$ cat config.mk
export PLATFORM = sky130hd
export DESIGN_NAME = ex_iter_unit_flat
export DESIGN_NICKNAME = d
export VERILOG_FILES = /design/src/rtl/ex_iter_if.sv /design/src/rtl/ex_iter_unit.sv /design/src/flat_wrapper.sv
export SDC_FILE = /design/constraint.sdc
export NUM_CORES = 2
export LEC_CHECK = 0
export CORE_MARGIN = 2
export CORE_UTILIZATION = 60
export DETAILED_ROUTE_END_ITERATION = 6
export HOLD_SLACK_MARGIN = 0.12
export PLACE_DENSITY = 0.8
export SYNTH_ARGS = -nofsm -noshare
export SYNTH_HDL_FRONTEND = slang
export SYNTH_SLANG_ARGS = --single-unit
export TNS_END_PERCENT = 30
$ cat constraint.sdc
create_clock -name clk -period 5.9 [get_ports clk]
set_clock_uncertainty 0.1 [all_clocks]
set_input_delay 0.885 -clock clk [delete_from_list [all_inputs] [get_ports clk]]
set_output_delay 0.885 -clock clk [all_outputs]
set_load 0.05 [all_outputs]
$ cat src/rtl/ex_iter_if.sv
// Execute-stage handshake bundle between the ID/EX register (master) and ex_iter_unit (slave).
interface ex_iter_if #(
  parameter int DATA_W = 32,
  parameter int ADDR_W = 5
);
  logic              valid_i;
  logic [3:0]        op_i;
  logic [DATA_W-1:0] reg_1;
  logic [DATA_W-1:0] reg_2;
  logic [DATA_W-1:0] link_addr_i;
  logic [ADDR_W-1:0] waddr;
  logic              we;
  logic              flush_i;
  logic              ready_o;
  logic              busy_o;
  logic              valid_o;
  logic [DATA_W-1:0] wdata_o;
  logic [ADDR_W-1:0] waddr_o;
  logic              we_o;

  modport master (
    output valid_i, op_i, reg_1, reg_2, link_addr_i, waddr, we, flush_i,
    input  ready_o, busy_o, valid_o, wdata_o, waddr_o, we_o
  );

  modport slave (
    input  valid_i, op_i, reg_1, reg_2, link_addr_i, waddr, we, flush_i,
    output ready_o, busy_o, valid_o, wdata_o, waddr_o, we_o
  );
endinterface

$ cat src/rtl/ex_iter_unit.sv
// Execute stage: registered single-cycle ALU plus iterative shift-add multiplier / restoring divider.
// Define EX_FAST_MUL_EN to replace the iterative multiply with a single-cycle combinational product.
module ex_iter_unit #(
  parameter int  DATA_W  = 32,
  parameter int  ADDR_W  = 5,
  localparam int SHAMT_W = $clog2(DATA_W)
) (
  input logic      clk,
  input logic      rst,
  ex_iter_if.slave bus
);
  localparam int CNT_W = $clog2(DATA_W);
  localparam logic [3:0] OP_NOP = 4'd0,  OP_OR  = 4'd1,  OP_AND   = 4'd2,  OP_XOR  = 4'd3,
                         OP_ADD = 4'd4,  OP_SUB = 4'd5,  OP_SLL   = 4'd6,  OP_SRL  = 4'd7,
                         OP_SRA = 4'd8,  OP_LUI = 4'd9,  OP_LINK  = 4'd10, OP_MUL  = 4'd11,
                         OP_MULH = 4'd12, OP_MULHU = 4'd13, OP_DIV = 4'd14, OP_REM = 4'd15;

  typedef enum logic [1:0] {S_IDLE, S_MUL, S_DIV, S_DONE} state_t;
  state_t state, state_next;

  function automatic logic [DATA_W-1:0] neg_w(input logic [DATA_W-1:0] v, input logic n);
    return n ? -v : v;
  endfunction

  function automatic logic [2*DATA_W-1:0] neg_2w(input logic [2*DATA_W-1:0] v, input logic n);
    return n ? -v : v;
  endfunction

  logic signed [DATA_W-1:0] a_s, b_s;
  logic [DATA_W-1:0]        a_mag, b_mag, alu_res, iter_res, quo_fix, rem_fix;
  logic [SHAMT_W-1:0]       shamt;
  logic [DATA_W+31:0]       lui_wide;
  logic                     is_mul, is_div, signed_op, sa, sb;
  logic                     accept, start_mul, start_div, start_single;

  // iteration state, held for the whole multi-cycle run
  logic [3:0]          op_q;
  logic [ADDR_W-1:0]   waddr_q;
  logic                we_q, neg_q, rem_neg_q;
  logic [CNT_W-1:0]    cnt;
  logic [2*DATA_W-1:0] acc, mcand, prod_fix;
  logic [DATA_W-1:0]   shr, rem, divisor;
  logic [DATA_W:0]     div_shift, div_trial;
  logic                div_ge, last_iter;

  logic              vld_p1, we_p1, busy_p1;
  logic [DATA_W-1:0] wdata_p1;
  logic [ADDR_W-1:0] waddr_p1;

  assign a_s       = bus.reg_1;
  assign b_s       = bus.reg_2;
  assign is_mul    = (bus.op_i == OP_MUL) || (bus.op_i == OP_MULH) || (bus.op_i == OP_MULHU);
  assign is_div    = (bus.op_i == OP_DIV) || (bus.op_i == OP_REM);
  assign signed_op = (bus.op_i != OP_MULHU);
  assign sa        = signed_op && a_s[DATA_W-1];
  assign sb        = signed_op && b_s[DATA_W-1];
  assign a_mag     = neg_w(bus.reg_1, sa);
  assign b_mag     = neg_w(bus.reg_2, sb);
  assign shamt     = bus.reg_2[SHAMT_W-1:0];
  assign lui_wide  = {32'h0, bus.reg_1};

  // busy_o is low exactly when the FSM sits in IDLE, so it doubles as the accept gate
  assign accept = bus.valid_i && !busy_p1 && !bus.flush_i;
`ifdef EX_FAST_MUL_EN
  assign start_mul = 1'b0;
`else
  assign start_mul = accept && is_mul;
`endif
  assign start_div    = accept && is_div;
  assign start_single = accept && !start_mul && !start_div;

`ifdef EX_FAST_MUL_EN
  logic signed [2*DATA_W-1:0] prod_ss;
  logic [2*DATA_W-1:0]        prod_uu;
  assign prod_ss = $signed({{DATA_W{a_s[DATA_W-1]}}, a_s}) * $signed({{DATA_W{b_s[DATA_W-1]}}, b_s});
  assign prod_uu = {{DATA_W{1'b0}}, bus.reg_1} * {{DATA_W{1'b0}}, bus.reg_2};
`endif

  always_comb begin
    alu_res = '0;
    case (bus.op_i)
      OP_OR:   alu_res = bus.reg_1 | bus.reg_2;
      OP_AND:  alu_res = bus.reg_1 & bus.reg_2;
      OP_XOR:  alu_res = bus.reg_1 ^ bus.reg_2;
      OP_ADD:  alu_res = bus.reg_1 + bus.reg_2;
      OP_SUB:  alu_res = bus.reg_1 - bus.reg_2;
      OP_SLL:  alu_res = bus.reg_1 << shamt;
      OP_SRL:  alu_res = bus.reg_1 >> shamt;
      OP_SRA:  alu_res = a_s >>> shamt;
      OP_LUI:  alu_res = DATA_W'({lui_wide[15:0], 16'h0000});
      OP_LINK: alu_res = bus.link_addr_i;
`ifdef EX_FAST_MUL_EN
      OP_MUL:   alu_res = prod_uu[DATA_W-1:0];
      OP_MULH:  alu_res = prod_ss[2*DATA_W-1:DATA_W];
      OP_MULHU: alu_res = prod_uu[2*DATA_W-1:DATA_W];
`endif
      default: alu_res = '0;
    endcase
  end

  // restoring divide step: rem < divisor keeps the trial's top bit a pure borrow flag
  assign div_shift = {rem, shr[DATA_W-1]};
  assign div_trial = div_shift - {1'b0, divisor};
  assign div_ge    = !div_trial[DATA_W];
  assign last_iter = (cnt == CNT_W'(DATA_W - 1));

  always_ff @(posedge clk) begin
    if (rst) state <= S_IDLE;
    else     state <= state_next;
  end

  always_comb begin
    state_next = state;
    case (state)
      S_IDLE:       if (start_mul) state_next = S_MUL;
                    else if (start_div) state_next = S_DIV;
      S_MUL, S_DIV: if (last_iter) state_next = S_DONE;
      S_DONE:       state_next = S_IDLE;
      default:      state_next = S_IDLE;
    endcase
    if (bus.flush_i) state_next = S_IDLE;
  end

  always_ff @(posedge clk) begin
    if (start_mul || start_div) begin
      op_q      <= bus.op_i;
      waddr_q   <= bus.waddr;
      we_q      <= bus.we;
      cnt       <= '0;
      acc       <= '0;
      rem       <= '0;
      mcand     <= {{DATA_W{1'b0}}, a_mag};
      shr       <= start_div ? a_mag : b_mag;
      divisor   <= b_mag;
      // a zero divisor must yield all ones, so its quotient is never negated
      neg_q     <= (sa ^ sb) && !(start_div && (bus.reg_2 == '0));
      rem_neg_q <= sa;
    end else if (state == S_MUL) begin
      if (shr[0]) acc <= acc + mcand;
      mcand <= mcand << 1;
      shr   <= shr >> 1;
      cnt   <= cnt + CNT_W'(1);
    end else if (state == S_DIV) begin
      rem <= div_ge ? div_trial[DATA_W-1:0] : div_shift[DATA_W-1:0];
      shr <= {shr[DATA_W-2:0], div_ge};
      cnt <= cnt + CNT_W'(1);
    end
  end

  assign prod_fix = neg_2w(acc, neg_q);
  assign quo_fix  = neg_w(shr, neg_q);
  assign rem_fix  = neg_w(rem, rem_neg_q);

  always_comb begin
    iter_res = rem_fix;
    case (op_q)
      OP_MUL:            iter_res = prod_fix[DATA_W-1:0];
      OP_MULH, OP_MULHU: iter_res = prod_fix[2*DATA_W-1:DATA_W];
      OP_DIV:            iter_res = quo_fix;
      default:           iter_res = rem_fix;
    endcase
  end

  // p1: registered result stage toward MEM
  always_ff @(posedge clk) begin
    if (rst) begin
      vld_p1   <= 1'b0;
      wdata_p1 <= '0;
      waddr_p1 <= '0;
      we_p1    <= 1'b0;
      busy_p1  <= 1'b0;
    end else begin
      busy_p1 <= (state_next != S_IDLE);
      if (bus.flush_i) begin
        vld_p1 <= 1'b0;
        we_p1  <= 1'b0;
      end else if (start_single) begin
        vld_p1   <= 1'b1;
        wdata_p1 <= alu_res;
        waddr_p1 <= bus.waddr;
        we_p1    <= bus.we && (bus.op_i != OP_NOP);
      end else if (state == S_DONE) begin
        vld_p1   <= 1'b1;
        wdata_p1 <= iter_res;
        waddr_p1 <= waddr_q;
        we_p1    <= we_q;
      end else begin
        vld_p1 <= 1'b0;
        we_p1  <= 1'b0;
      end
    end
  end

  assign bus.valid_o = vld_p1;
  assign bus.wdata_o = wdata_p1;
  assign bus.waddr_o = waddr_p1;
  assign bus.we_o    = we_p1;
  assign bus.busy_o  = busy_p1;
  assign bus.ready_o = !busy_p1;
endmodule

$ cat src/flat_wrapper.sv
// flat-port wrapper written by rule: the top's interface ports become plain ports
module ex_iter_unit_flat 
#(
  parameter int  DATA_W  = 32,
  parameter int  ADDR_W  = 5,
  localparam int SHAMT_W = $clog2(DATA_W)
)
  (clk, rst, bus_valid_i, bus_op_i, bus_reg_1, bus_reg_2, bus_link_addr_i, bus_waddr, bus_we, bus_flush_i, bus_ready_o, bus_busy_o, bus_valid_o, bus_wdata_o, bus_waddr_o, bus_we_o);
  ex_iter_if #(.DATA_W(DATA_W), .ADDR_W(ADDR_W)) bus_i ();
  input logic clk;
  input logic rst;
  input wire logic [$bits(bus_i.valid_i)-1:0] bus_valid_i;
  input wire logic [$bits(bus_i.op_i)-1:0] bus_op_i;
  input wire logic [$bits(bus_i.reg_1)-1:0] bus_reg_1;
  input wire logic [$bits(bus_i.reg_2)-1:0] bus_reg_2;
  input wire logic [$bits(bus_i.link_addr_i)-1:0] bus_link_addr_i;
  input wire logic [$bits(bus_i.waddr)-1:0] bus_waddr;
  input wire logic [$bits(bus_i.we)-1:0] bus_we;
  input wire logic [$bits(bus_i.flush_i)-1:0] bus_flush_i;
  output wire logic [$bits(bus_i.ready_o)-1:0] bus_ready_o;
  output wire logic [$bits(bus_i.busy_o)-1:0] bus_busy_o;
  output wire logic [$bits(bus_i.valid_o)-1:0] bus_valid_o;
  output wire logic [$bits(bus_i.wdata_o)-1:0] bus_wdata_o;
  output wire logic [$bits(bus_i.waddr_o)-1:0] bus_waddr_o;
  output wire logic [$bits(bus_i.we_o)-1:0] bus_we_o;
  assign bus_i.valid_i = bus_valid_i;
  assign bus_i.op_i = bus_op_i;
  assign bus_i.reg_1 = bus_reg_1;
  assign bus_i.reg_2 = bus_reg_2;
  assign bus_i.link_addr_i = bus_link_addr_i;
  assign bus_i.waddr = bus_waddr;
  assign bus_i.we = bus_we;
  assign bus_i.flush_i = bus_flush_i;
  assign bus_ready_o = bus_i.ready_o;
  assign bus_busy_o = bus_i.busy_o;
  assign bus_valid_o = bus_i.valid_o;
  assign bus_wdata_o = bus_i.wdata_o;
  assign bus_waddr_o = bus_i.waddr_o;
  assign bus_we_o = bus_i.we_o;
  ex_iter_unit #(.DATA_W(DATA_W), .ADDR_W(ADDR_W)) u_core (.clk(clk), .rst(rst), .bus(bus_i));
endmodule
==> results by group <==
CTS
  – Clock root buffer: clkbuf_16
  – Clock slew seen by the registers of the worst setup and hold paths: 0.06 ns
  – Clk sinks: 283
  – CTS tree: done
  – CTS resizes: 0
  – Clock Latency Late Sink: 0.56 ns
  – CTS max path bufs: 3
  – Post-CTS setup buffers: 0
  – CTS Buf Count: 34
  – CTS H-tree depth: 2
  – CTS Hold Bufs: 0

Global route
  – Pin count of the biggest net entering global routing: 61
  – Initial antenna violation count: 9
  – Grt ovf: 0
  – First-pass GRT wire length: 178000 microns
  – Gr usage total: 47.3%
  – Vias in the first global route: 27900

Critical path
  – CP Capture Type: register
  – Slowest stage cell on the critical path: a2111oi_0
  – Buf/Inv on CP: 2
  – Crit-path cells: clkdlybuf4s50_1 -> nand2b_1 -> nor2_1 -> and2_1 -> nor2_1 -> xnor2_1 -> ha_1 -> nor2b_1 -> o21ai_0 -> buf_4 -> o211ai_1 -> a211oi_1 -> o31ai_1 -> a41o_1 -> a21oi_1 -> o21ai_0 -> mux2i_1 -> a2111oi_0 -> o32ai_1
  – CP arrival: 6.02 ns
  – Startpoint Class: input pin
  – Data required, critical path: 6.21 ns
  – Crit-path max cell delay: 0.72 ns
  – Kind of critical path: in -> reg
  – Worst-path fanout max: 4
  – Family with the most delay on the worst path: compound AO/OA/AOI/OAI gates

Floorplanning
  – Initial Utilization: 60.3%
  – Die Footprint: 0.0494 sq mm
  – Die height: 222 microns
  – Num ports: 151
  – Row count: 80
  – Die X: 222 microns
  – Core ar.: 0.0474 sq mm

Power
  – Leak: 13.1 nW
  – Pwr dens: 297 mW/mm^2
  – Worst IR drop on VDD: 0.222 mV
  – Power Total: 9.54 mW

Cells and area
  – Number of nets in the layout: 4067
  – Final instance area: 0.0321 sq mm
  – Share of cells above drive strength 1: 7.12%
  – Syn-to-layout area delta: 12.1%

Timing
  – Pins over their slew limit: 3
  – Max Fclk: 0.175 GHz
  – Slew @ Worst Pin: 1.55 ns
  – Min cycle time layout: 5.72 ns
  – # setup viols final: 0
  – Endpoints failing hold: 0
  – Total negative slack: 0 ns
  – RSZ-0062 raised after global routing: false
  – Final worst slack: 0.185 ns
  – Rel. slew slack: -3.88%
  – Final period utilization: 96.9%

Synth
  – Post-synth top flop: dfxtp_1
  – Yosys top cell area share: 12.2%
  – Synth top area cells: dfxtp_1 (12%), edfxtp_1 (11%), ha_1 (8.8%)
  – Synthesis Warnings: 0
  – Yosys cell types: 90
  – Count of flip-flops with a built-in enable after synthesis: 108
  – Syn Inst Count: 3690
  – Sequential-to-total area share from yosys stat: 23.6%
  – Netlist Area Pre-Place: 0.0286 sq mm
  – Post-synth top area cell: dfxtp_1
  – Avg Cell Area, Syn: 7.75 sq um
  – Ys async rst share: 0%
  – Post-Syn Nets: 4005
  – Yosys reg bits: 283

Run status
  – Outcome: finished, violations left
  – Failing checks: max-capacitance violations, max-slew violations

Route
  – DRC: 0
  – Routed WL: 120000 microns
  – Vias/cell: 6.98
  – First-pass detailed-route iteration total: 7
  – Via count: 30700
  – Wire per inst: 27.4 microns
  – Post-route ant nets: 0
  – First-iteration detailed-routing DRC count: 4794

Job
  – Max-cap viol count: 1

Placement
  – Final RePlAce weighted congestion: 1.16
  – Setup Slack @ Placement: 0.0396 ns
  – IO Port Bufs: 150
  – DP Wirelength: 92400 microns
  – Placement-stage cell area: 0.0309 sq mm

Worst hold path
  – HP Class: reg -> reg
## synth_stat cells, types with 18 or more instances
| cell type | number |
|---|---|
| a211oi_1 | 37 |
| a21o_1 | 75 |
| a21oi_1 | 320 |
| a221oi_1 | 44 |
| a22oi_1 | 30 |
| a31oi_1 | 29 |
| and2_1 | 22 |
| buf_1 | 34 |
| clkbuf_1 | 196 |
| dfxtp_1 | 175 |
| edfxtp_1 | 108 |
| ha_1 | 202 |
| inv_1 | 137 |
| mux2i_1 | 161 |
| mux4_2 | 34 |
| nand2_1 | 392 |
| nand2b_1 | 38 |
| nand3_1 | 75 |
| nand4_1 | 45 |
| nor2_1 | 384 |
| nor2b_1 | 18 |
| nor3_1 | 64 |
| nor4_1 | 24 |
| o211ai_1 | 26 |
| o21a_1 | 22 |
| o21ai_0 | 255 |
| o221ai_1 | 39 |
| o22ai_1 | 41 |
| o31ai_1 | 55 |
| o41ai_1 | 19 |
| or3_1 | 24 |
| or4_1 | 20 |
| xnor2_1 | 188 |
| xor2_1 | 129 |
## routing by layer
layer / global-route usage [%] / vias up / wire, microns / part of all wire, %
met2: 66.9 / 2260 / 48200 / 40
met4: 34.6 / 6 / 10500 / 8.7
li1: - / 13700 / - / -
met5: 0.587 / - / 38 / 0.032
met1: 60.7 / 14300 / 44900 / 37
met3: 14.7 / 523 / 16800 / 14
## cell type report
type,instances,area [sq um]
Antenna cell,10,25.0
Tap cell,615,769
Sequential cell,283,6750
Clock buffer,46,968
Clock inverter,16,180
Multi-Input combinational cell,3024,20500
Timing Repair Buffer,268,2390
Fill cell,4108,15400
Inverter,141,534
## registers in the layout, summed over array words and instances, names as in the netlist
name,count
u_core.waddr_q,5
u_core.state,2
u_core.shr,32
u_core.rem_neg_q,1
u_core.mcand,64
u_core.bus.busy_o,1
u_core.cnt,5
u_core.acc,64
u_core.rem,32
u_core.neg_q,1
u_core.bus.wdata_o,32
u_core.divisor,32
u_core.bus.waddr_o,5
u_core.bus.we_o,1
u_core.bus.valid_o,1
u_core.we_q,1
u_core.op_q,4
## power breakdown
| group | switching [mW] | internal, mW | leakage [nW] |
|---|---|---|---|
| Clock | 0.899 | 1.30 | 0.562 |
| Combinational | 2.89 | 1.72 | 10.1 |
| Sequential | 0.433 | 2.30 | 2.42 |
| Total | 4.22 | 5.32 | 13.1 |
## worst paths after layout
check                                        from                endpoint  slack (ns)  depth (start not counted)
worst max-delay path                  bus_op_i[3]  u_core.bus.wdata_o[28]        0.18                         19
worst min-delay path               u_core.acc[63]          u_core.acc[63]        0.39                          2
worst max register to register  u_core.divisor[0]           u_core.rem[7]        0.97                         14
worst min register to register     u_core.acc[63]          u_core.acc[63]        0.39                          2
## cells in the final DEF, fill, tap and decap left out, types with 19 or more instances in the layout
master	netlist	final
xor2_1	129	128
xnor2_1	188	188
o21a_1	22	22
or3_1	24	24
o211ai_1	26	26
clkbuf_16	0	36
a31oi_1	29	29
buf_4	1	118
dfxtp_1	175	175
clkdlybuf4s50_1	0	147
inv_1	137	136
nor2_1	384	379
nor3_1	64	64
o21ai_0	255	255
mux2i_1	161	161
o22ai_1	41	41
edfxtp_1	108	108
and2_1	22	22
or4_1	20	20
a21o_1	75	75
ha_1	202	201
nand4_1	45	45
o41ai_1	19	19
o31ai_1	55	55
nor4_1	24	24
o221ai_1	39	39
nand3_1	75	75
mux4_2	34	34
a21oi_1	320	320
nand2_1	392	391
nand2b_1	38	38
a221oi_1	44	44
a22oi_1	30	30
a211oi_1	37	37
## worst reg2reg max path, cell delays in order (launching register included)
cell	delay (ns)
edfxtp_1	0.51
ha_1	0.29
fa_1	0.43
nand2b_1	0.19
a21oi_1	0.22
nor4_1	0.12
o31ai_1	0.39
a31oi_1	0.25
o21ai_1	0.42
a21oi_1	0.23
o21ai_2	0.38
xor2_4	0.16
buf_4	0.54
mux2i_1	0.44
o22ai_1	0.13
## cells by family after synthesis
| kind of cell | count (synthesis) | synth area share, % |
|---|---|---|
| adders and majority gates | 205 | 9.04 |
| and+or+nand+nor | 1183 | 19.0 |
| muxes | 200 | 8.51 |
| DFF | 283 | 23.6 |
| xor gates and xnor gates | 317 | 9.70 |
| buffers and inverters | 383 | 5.11 |
| AOI/OAI and AO/OA | 1119 | 25.1 |
## per-stage QoR
step / hold slack, ns / utilization, % / std cells
floorplan: 0.358 / - / 3690
global placement: 0.369 / 65.1 / 4331
detailed placement: 0.378 / 65.1 / 4331
CTS: 0.386 / 67.6 / 4393
global route: 0.409 / 67.6 / 4394
finish: 0.390 / 67.6 / 4403
(Power assumes the default switching activity.)
